==> config.mk <==
export PLATFORM = sky130hd
export DESIGN_NAME = alu_rr_sched
export DESIGN_NICKNAME = d
export VERILOG_FILES = /design/src/rtl/alu_rr_sched.sv
export SDC_FILE = /design/constraint.sdc
export NUM_CORES = 1
export LEC_CHECK = 0
export CORE_MARGIN = 2
export CORE_UTILIZATION = 40
export CTS_CLUSTER_SIZE = 12
export DETAILED_ROUTE_END_ITERATION = 7
export GPL_ROUTABILITY_DRIVEN = 0
export PLACE_DENSITY = 0.92
export RECOVER_POWER = 25
export SLEW_MARGIN = 10
export SYNTH_ARGS = -nofsm -noshare
export SYNTH_HDL_FRONTEND = slang
export SYNTH_SLANG_ARGS = --single-unit
==> constraint.sdc <==
create_clock -name clk -period 1.9 [get_ports clk]
set_input_delay 0.19 -clock clk [delete_from_list [all_inputs] [get_ports clk]]
set_output_delay 0.19 -clock clk [all_outputs]
set_load 0.05 [all_outputs]
==> src/rtl/alu_rr_sched.sv <==
// Two-port round-robin scheduler that shares one combinational ALU between two requesters.
// One op in flight: IDLE accepts, EXEC drives the ALU for a cycle, RESP holds a tagged result until taken.
module alu_rr_sched #(
  parameter int unsigned         DATA_W = 32,
  parameter int unsigned         OP_W   = 5,
  parameter logic [OP_W-1:0]     MAX_OP = 5'd15,
  parameter int unsigned         CNT_W  = 16
) (
  input  logic              clk,
  input  logic              rst,
  input  logic              req0_valid,
  input  logic [OP_W-1:0]   req0_op,
  input  logic [DATA_W-1:0] req0_src1,
  input  logic [DATA_W-1:0] req0_src2,
  output logic              req0_ready,
  input  logic              req1_valid,
  input  logic [OP_W-1:0]   req1_op,
  input  logic [DATA_W-1:0] req1_src1,
  input  logic [DATA_W-1:0] req1_src2,
  output logic              req1_ready,
  output logic              alu_enable,
  output logic [OP_W-1:0]   alu_op,
  output logic [DATA_W-1:0] alu_src1,
  output logic [DATA_W-1:0] alu_src2,
  input  logic [DATA_W-1:0] alu_result,
  input  logic              alu_ovf,
  output logic              resp_valid,
  input  logic              resp_ready,
  output logic              resp_id,
  output logic [DATA_W-1:0] resp_data,
  output logic              resp_ovf,
  output logic              resp_illegal,
  output logic [CNT_W-1:0]  ovf_count
);

  typedef enum logic [1:0] {
    IDLE = 2'd0,
    EXEC = 2'd1,
    RESP = 2'd2
  } state_t;

  state_t              state_r;
  logic                last_grant_r;
  logic                id_r;
  logic                illegal_r;
  logic                alu_enable_r;
  logic [OP_W-1:0]     alu_op_r;
  logic [DATA_W-1:0]   alu_src1_r;
  logic [DATA_W-1:0]   alu_src2_r;
  logic                resp_valid_r;
  logic                resp_id_r;
  logic [DATA_W-1:0]   resp_data_r;
  logic                resp_ovf_r;
  logic                resp_illegal_r;
  logic [CNT_W-1:0]    ovf_count_r;

  logic                grant0_s;
  logic                grant1_s;
  logic                sel_id_s;
  logic [OP_W-1:0]     sel_op_s;
  logic [DATA_W-1:0]   sel_src1_s;
  logic [DATA_W-1:0]   sel_src2_s;
  logic                ovf_sat_s;

  // Round-robin grant: a lone requester always wins, on contention the port not granted last time wins.
  always_comb begin
    grant0_s = 1'b0;
    grant1_s = 1'b0;
    if (state_r == IDLE) begin
      grant0_s = req0_valid && (!req1_valid || last_grant_r);
      grant1_s = req1_valid && (!req0_valid || !last_grant_r);
    end else begin
      grant0_s = 1'b0;
      grant1_s = 1'b0;
    end
  end

  // Operand mux for the granted port.
  always_comb begin
    sel_id_s   = 1'b0;
    sel_op_s   = {OP_W{1'b0}};
    sel_src1_s = {DATA_W{1'b0}};
    sel_src2_s = {DATA_W{1'b0}};
    if (grant1_s) begin
      sel_id_s   = 1'b1;
      sel_op_s   = req1_op;
      sel_src1_s = req1_src1;
      sel_src2_s = req1_src2;
    end else begin
      sel_id_s   = 1'b0;
      sel_op_s   = req0_op;
      sel_src1_s = req0_src1;
      sel_src2_s = req0_src2;
    end
  end

  assign ovf_sat_s = (ovf_count_r == {CNT_W{1'b1}});

  // Scheduler FSM; the ALU drive registers double as the operand latch and read zero outside EXEC.
  always_ff @(posedge clk) begin
    if (rst) begin
      state_r        <= IDLE;
      last_grant_r   <= 1'b1;
      id_r           <= 1'b0;
      illegal_r      <= 1'b0;
      alu_enable_r   <= 1'b0;
      alu_op_r       <= {OP_W{1'b0}};
      alu_src1_r     <= {DATA_W{1'b0}};
      alu_src2_r     <= {DATA_W{1'b0}};
      resp_valid_r   <= 1'b0;
      resp_id_r      <= 1'b0;
      resp_data_r    <= {DATA_W{1'b0}};
      resp_ovf_r     <= 1'b0;
      resp_illegal_r <= 1'b0;
      ovf_count_r    <= {CNT_W{1'b0}};
    end else begin
      case (state_r)
        IDLE: begin
          if (grant0_s || grant1_s) begin
            last_grant_r <= sel_id_s;
            id_r         <= sel_id_s;
            illegal_r    <= (sel_op_s > MAX_OP);
            alu_enable_r <= (sel_op_s <= MAX_OP);
            alu_op_r     <= sel_op_s;
            alu_src1_r   <= sel_src1_s;
            alu_src2_r   <= sel_src2_s;
            state_r      <= EXEC;
          end else begin
            state_r      <= IDLE;
          end
        end
        EXEC: begin
          resp_valid_r   <= 1'b1;
          resp_id_r      <= id_r;
          resp_illegal_r <= illegal_r;
          if (illegal_r) begin
            resp_data_r <= {DATA_W{1'b0}};
            resp_ovf_r  <= 1'b0;
          end else begin
            resp_data_r <= alu_result;
            resp_ovf_r  <= alu_ovf;
          end
          alu_enable_r <= 1'b0;
          alu_op_r     <= {OP_W{1'b0}};
          alu_src1_r   <= {DATA_W{1'b0}};
          alu_src2_r   <= {DATA_W{1'b0}};
          state_r      <= RESP;
        end
        RESP: begin
          if (resp_ready) begin
            if (resp_ovf_r && !ovf_sat_s) begin
              ovf_count_r <= ovf_count_r + {{(CNT_W-1){1'b0}}, 1'b1};
            end else begin
              ovf_count_r <= ovf_count_r;
            end
            resp_valid_r   <= 1'b0;
            resp_id_r      <= 1'b0;
            resp_data_r    <= {DATA_W{1'b0}};
            resp_ovf_r     <= 1'b0;
            resp_illegal_r <= 1'b0;
            state_r        <= IDLE;
          end else begin
            state_r        <= RESP;
          end
        end
        default: begin
          state_r      <= IDLE;
          resp_valid_r <= 1'b0;
          alu_enable_r <= 1'b0;
        end
      endcase
    end
  end

  assign req0_ready   = grant0_s;
  assign req1_ready   = grant1_s;
  assign alu_enable   = alu_enable_r;
  assign alu_op       = alu_op_r;
  assign alu_src1     = alu_src1_r;
  assign alu_src2     = alu_src2_r;
  assign resp_valid   = resp_valid_r;
  assign resp_id      = resp_id_r;
  assign resp_data    = resp_data_r;
  assign resp_ovf     = resp_ovf_r;
  assign resp_illegal = resp_illegal_r;
  assign ovf_count    = ovf_count_r;

endmodule
### Yosys cells after proc, flatten, opt, wreduce, memory -nomap -nowiden

Cells that the tools add are included.

| operators by class | value |
|---|---|
| add/sub/neg operators | 1 |
| magnitude comparators | 2 |
| equal/unequal tests | 5 |
| multiplexer cells | 26 |
| bitwise logic cells | 2 |
| reduce and logical (&&, ||, !) cells | 19 |

Operator list:

| operator | number |
|---|---|
| two-way mux 32 bit | 6 |
| one-hot mux 32 bit (2 select lines) | 3 |
| adder 16 x 1 -> 16 bit, second input constant | 1 |
| == test 16 bit, second input constant | 1 |
| two-way mux 5 bit | 2 |
| one-hot mux 5 bit (2 select lines) | 1 |
| AND reduction 2 bit | 5 |
| one-hot mux 1 bit (2 select lines) | 4 |
| two-way mux 1 bit | 7 |
| one-hot mux 2 bit (3 select lines) | 1 |
| greater-than comparator 5 x 4 -> 1 bit, second input constant | 1 |
| <= comparator 5 x 4 -> 1 bit, second input constant | 1 |
| zero test 1 bit | 4 |
| nonzero test 2 bit | 2 |
| logical AND 1 bit | 3 |
| logical OR 1 bit | 3 |
| one-hot mux 1 bit (3 select lines) | 1 |
| AND reduction 3 bit | 1 |
| == test 2 x 1 -> 1 bit, second input constant | 1 |
| == test 2 bit, second input constant | 1 |
| zero test 2 bit | 1 |
| two-way mux 2 bit | 1 |
| inequality test 2 x 1 -> 1 bit, second input constant | 1 |
| inequality test 2 bit, second input constant | 1 |
| NOT 1 bit | 2 |

| word-level totals | value |
|---|---|
| register bits | 127 |
| bits of input ports | 176 |
| output and inout bits | 124 |
| word-level logic and storage cells | 69 |

### Longest topological paths before layout

| depth | value |
|---|---|
| word-level depth | 8 |
| gate-level depth with buffers | 7 |
| depth with buffers taken out | 5 |

### Worst setup path before layout

Ideal clock, no wire load.

| timing | value |
|---|---|
| path kind | flip-flop to flip-flop |
| start | register ovf_count_r[6], in the netlist ovf_count[6] |
| end | register ovf_count_r[15], in the netlist ovf_count[15] |
| setup time | 0.121 ns |
| data arrival time | 2.026 ns |
| data required time | 1.779 ns |
| setup slack | -0.247 ns |
| cell stages (with the launch flop) | 6 |
| path buffers | 1 |
| clock period less this slack | 2.147 ns |
| cell sequence | dfxtp_1 clkbuf_1 nand4_1 or4_1 nor4_1 mux2_2 |

| on the way | value |
|---|---|
| word-level cells in the longest chain between the ends | 4 |
| elaborated cells between the ends (all ways) | 5 |
| those cells by class | add/sub: 1; eq/ne: 1; reduce/logical: 3 |

Ends and longest elaborated chain:

| element | line | source |
|---|---|---|
| start: declaration | 55 | `logic [CNT_W-1:0] ovf_count_r;` |
| start signal: assignment | 115 | `ovf_count_r <= {CNT_W{1'b0}};` |
| start signal: assignment | 152 | `ovf_count_r <= ovf_count_r + {{(CNT_W-1){1'b0}}, 1'b1};` |
| start signal: assignment | 154 | `ovf_count_r <= ovf_count_r;` |
| parallel branches: the longest is 4 deep, another holds adder 16 x 1 -> 16 bit | n/a |  |

Parallel ways; which one is timed is not known.
A chain may end at the register's enable or synchronous reset.

### Final worst setup path

| timing | value |
|---|---|
| start | register resp_ovf_r, in the netlist resp_ovf |
| end | output resp_ovf |

RTL lines:

| element | line | source |
|---|---|---|
| start: declaration | 53 | `logic resp_ovf_r;` |
| start signal: assignment | 141 | `resp_ovf_r <= alu_ovf;` |
| end: declaration | 31 | `output logic resp_ovf,` |

No word-level cell between the ends.

==> impl_metrics.env <==
export IMPL_drc=0
export IMPL_synth_edf_count=0
export IMPL_die_w_um=124
export IMPL_tightest_slew_ns=0.698
export IMPL_drv_cap=0
export IMPL_viasPerCell=5.63
export IMPL_syn_nets=908
export IMPL_status="finished, final reports clean"
export IMPL_clockBufferDepth=2
export IMPL_required_ns=1.71
export IMPL_syn_inst=731
export IMPL_start_kind="register"
export IMPL_core_area_mm2=0.0140
export IMPL_synth_seq_area_share_pct=44.0
export IMPL_wl_per_cell_um=18.1
export IMPL_grt_use_met1_pct=29.3
export IMPL_clkLatencyLatePin_ns=0.42
export IMPL_dieHeight_um=124
export IMPL_cellLeakagePower_nw=3.64
export IMPL_crit_type="reg2out"
export IMPL_first_pass_iters=5
export IMPL_syn_mean_instance_area_um2=7.90
export IMPL_busiest_layer="met2"
export IMPL_yosysWarningCount=0
export IMPL_dieArea_mm2=0.0154
export IMPL_grt_pass1_wl_mm=32.5
export IMPL_nets=1200
export IMPL_synth_flop_cell="dfxtp_1"
export IMPL_cts_tree="built"
export IMPL_cpPeakStageDelay_ns=0.80
export IMPL_max_slew_margin_pct=53.7
export IMPL_clockRootBuffer="clkbuf_16"
export IMPL_hp_class="in2reg"
export IMPL_finalCriticalPeriod_ns=1.85
export IMPL_yosys_area_top_type="dfxtp_1"
export IMPL_cp_max_fo=3
export IMPL_grt_use_total_pct=27.0
export IMPL_grt_remaining_overflow=0
export IMPL_async_flop_share_pct=0
export IMPL_setup_tns_ns=0
export IMPL_ant_nets=0
export IMPL_numPortBuffers=299
export IMPL_antennaDiodeCount=0
export IMPL_initial_utilization_pct=41.3
export IMPL_finClkSkew_ns=0.0124
export IMPL_cts_buffers=17
export IMPL_drt_iter0_markers=530
export IMPL_fin_area_mm2=0.00981
export IMPL_crit_path_end_kind="output pin"
export IMPL_vias=6843
export IMPL_setup_viol=0
export IMPL_hold_viol_final=0
export IMPL_yosysTopAreaCellShare_pct=44.0
export IMPL_drive_above_1_share_pct=10.6
export IMPL_ys_types=44
export IMPL_cp_cell_sequence="buf_4, clkdlybuf4s50_1"
export IMPL_netlist_area_mm2=0.00577
export IMPL_slew_violations=0
export IMPL_wl_mm=22.0
export IMPL_cts_sinks=127
export IMPL_clkTransAtPathRegs_ns=0.06
export IMPL_dp_hpwl_mm=15.0
export IMPL_ys_seq_elements=127
export IMPL_fin_ws_ns=0.0507
export IMPL_fp_row_count=43
export IMPL_grt_pass1_vias=6572
export IMPL_fillers=1081
export IMPL_crit_arrival_ns=1.66
export IMPL_peakVddDrop_mv=0.736
export IMPL_antenna_found_initial=1
export IMPL_placement_cell_area_mm2=0.00921
export IMPL_gr_usage_met2_pct=46.8
export IMPL_grt_setup_unrepaired="no"
export IMPL_synth_area_top_cells="dfxtp_1, a21o_1, a21oi_1"
export IMPL_timing_final_crit_share_pct=97.3
export IMPL_ctsHoldBuffers=0
export IMPL_pre_cts_ws_ns=-0.275
export IMPL_ioPinCount=300
export IMPL_grt_max_degree=56
export IMPL_area_delta_synth_final_pct=70.0
export IMPL_crit_slowest_cell="clkdlybuf4s50_1"
export IMPL_grt_use_met3_pct=7.78
export IMPL_powerDensity_mw_per_mm2=873
export IMPL_htreeDepth=4
export IMPL_timing_fmax_ghz=0.541
==> cell usage in the layout, fill, tap and decap left out, types with 7 or more instances in the layout <==
| master | n |
|---|---|
| nand2_1 | 79 |
| a21o_1 | 68 |
| buf_4 | 30 |
| buf_12 | 12 |
| nand3_1 | 72 |
| nor2_1 | 47 |
| dfxtp_2 | 13 |
| o21ai_0 | 71 |
| clkbuf_16 | 18 |
| or4_1 | 7 |
| dfxtp_1 | 114 |
| a21oi_1 | 83 |
| a22oi_1 | 29 |
| clkdlybuf4s50_1 | 289 |
==> registers in the layout, indices dropped and copies added, names as in the netlist <==
register	cells
resp_illegal	1
resp_ovf	1
id_r	1
alu_enable	1
resp_data	32
alu_src1	32
alu_op	5
alu_src2	32
last_grant_r	1
illegal_r	1
resp_id	1
state_r	2
resp_valid	1
ovf_count	16
==> kinds of logic (layout without fill, tap and decap cells) <==
logic type | Yosys count | in the layout | share of synthesized area, %
AO/OA/AOI/OAI | 276 | 276 | 29.2
AND/OR/NAND/NOR | 248 | 248 | 20.4
flip-flops | 127 | 127 | 44.0
buffers and inverters | 72 | 376 | 4.73
multiplexers | 7 | 7 | 1.34
adder cells (fa/ha/maj) | 1 | 1 | 0.217
==> path summary, 6_finish.rpt <==
path	from	end	slack [ns]	cells after the start
worst max-delay path	resp_ovf	resp_ovf	0.05	2
worst min-delay path	rst	state_r[1]	0.27	2
worst max register to register	state_r[0]	ovf_count[3]	0.05	5
worst min register to register	alu_src1[15]	alu_src1[15]	0.45	2
==> synth_stat cells, types with 3 or more instances <==
library cell / number
o21ai_0: 71
nor3_1: 3
o21a_1: 3
nor2_1: 50
dfxtp_1: 127
nor4bb_1: 4
inv_1: 4
o31ai_1: 5
a21oi_1: 84
clkbuf_1: 66
a2111oi_0: 3
a31oi_1: 3
a21o_1: 68
nand2_1: 81
nor2b_1: 6
a22oi_1: 29
or4_1: 6
mux2_2: 6
nand4_1: 6
nand3_1: 74
==> metrics by stage <==
stage	util (%)	power (mW)	hold slack [ns]	instances
after floorplan	-	4.40	0.352	731
final	70.1	8.56	0.265	1215
after CTS	69.8	8.59	0.253	1211
after global routing	70.1	8.88	0.288	1215
after global placement	65.8	5.45	0.437	1180
after detailed placement	65.8	5.50	0.442	1180
==> report_power, final <==
group	switching, mW	internal, mW	total, mW
Clock	1.24	1.83	3.08
Sequential	0.113	2.86	2.97
Combinational	1.46	1.05	2.51
Total	2.81	5.75	8.56
==> per-layer routing <==
metal | routed length [um] | vias to the layer above
li1 | - | 3197
met1 | 8100 | 3218
met2 | 11100 | 353
met3 | 1890 | 75
met4 | 924 | 0
met5 | 0 | -
==> timing repair <==
item,in CTS,in global routing
cloned,0,1
buffers inserted,0,3
endpoints found under the setup margin,35,14
gates resized for setup,7,16
pin swaps,0,2
==> layout make-up <==
type                       instances  area, um^2  share of cell area [%]
timing repair buffer             341        3440                    35.0
multi-input combinational        532        3020                    30.8
sequential                       127        2560                    26.1
clock buffer                      19         443                    4.51
tap                              180         225                    2.30
clock inverter                    12         113                    1.15
inverter                           4        15.0                   0.153
==> critical path: cells and delay by family, from the launching register on <==
| kind | cells | cell delay [ns] |
|---|---|---|
| buf+inv | 2 | 0.91 |
| flops | 1 | 0.33 |
Note: power is estimated with default switching activity, not from simulation.
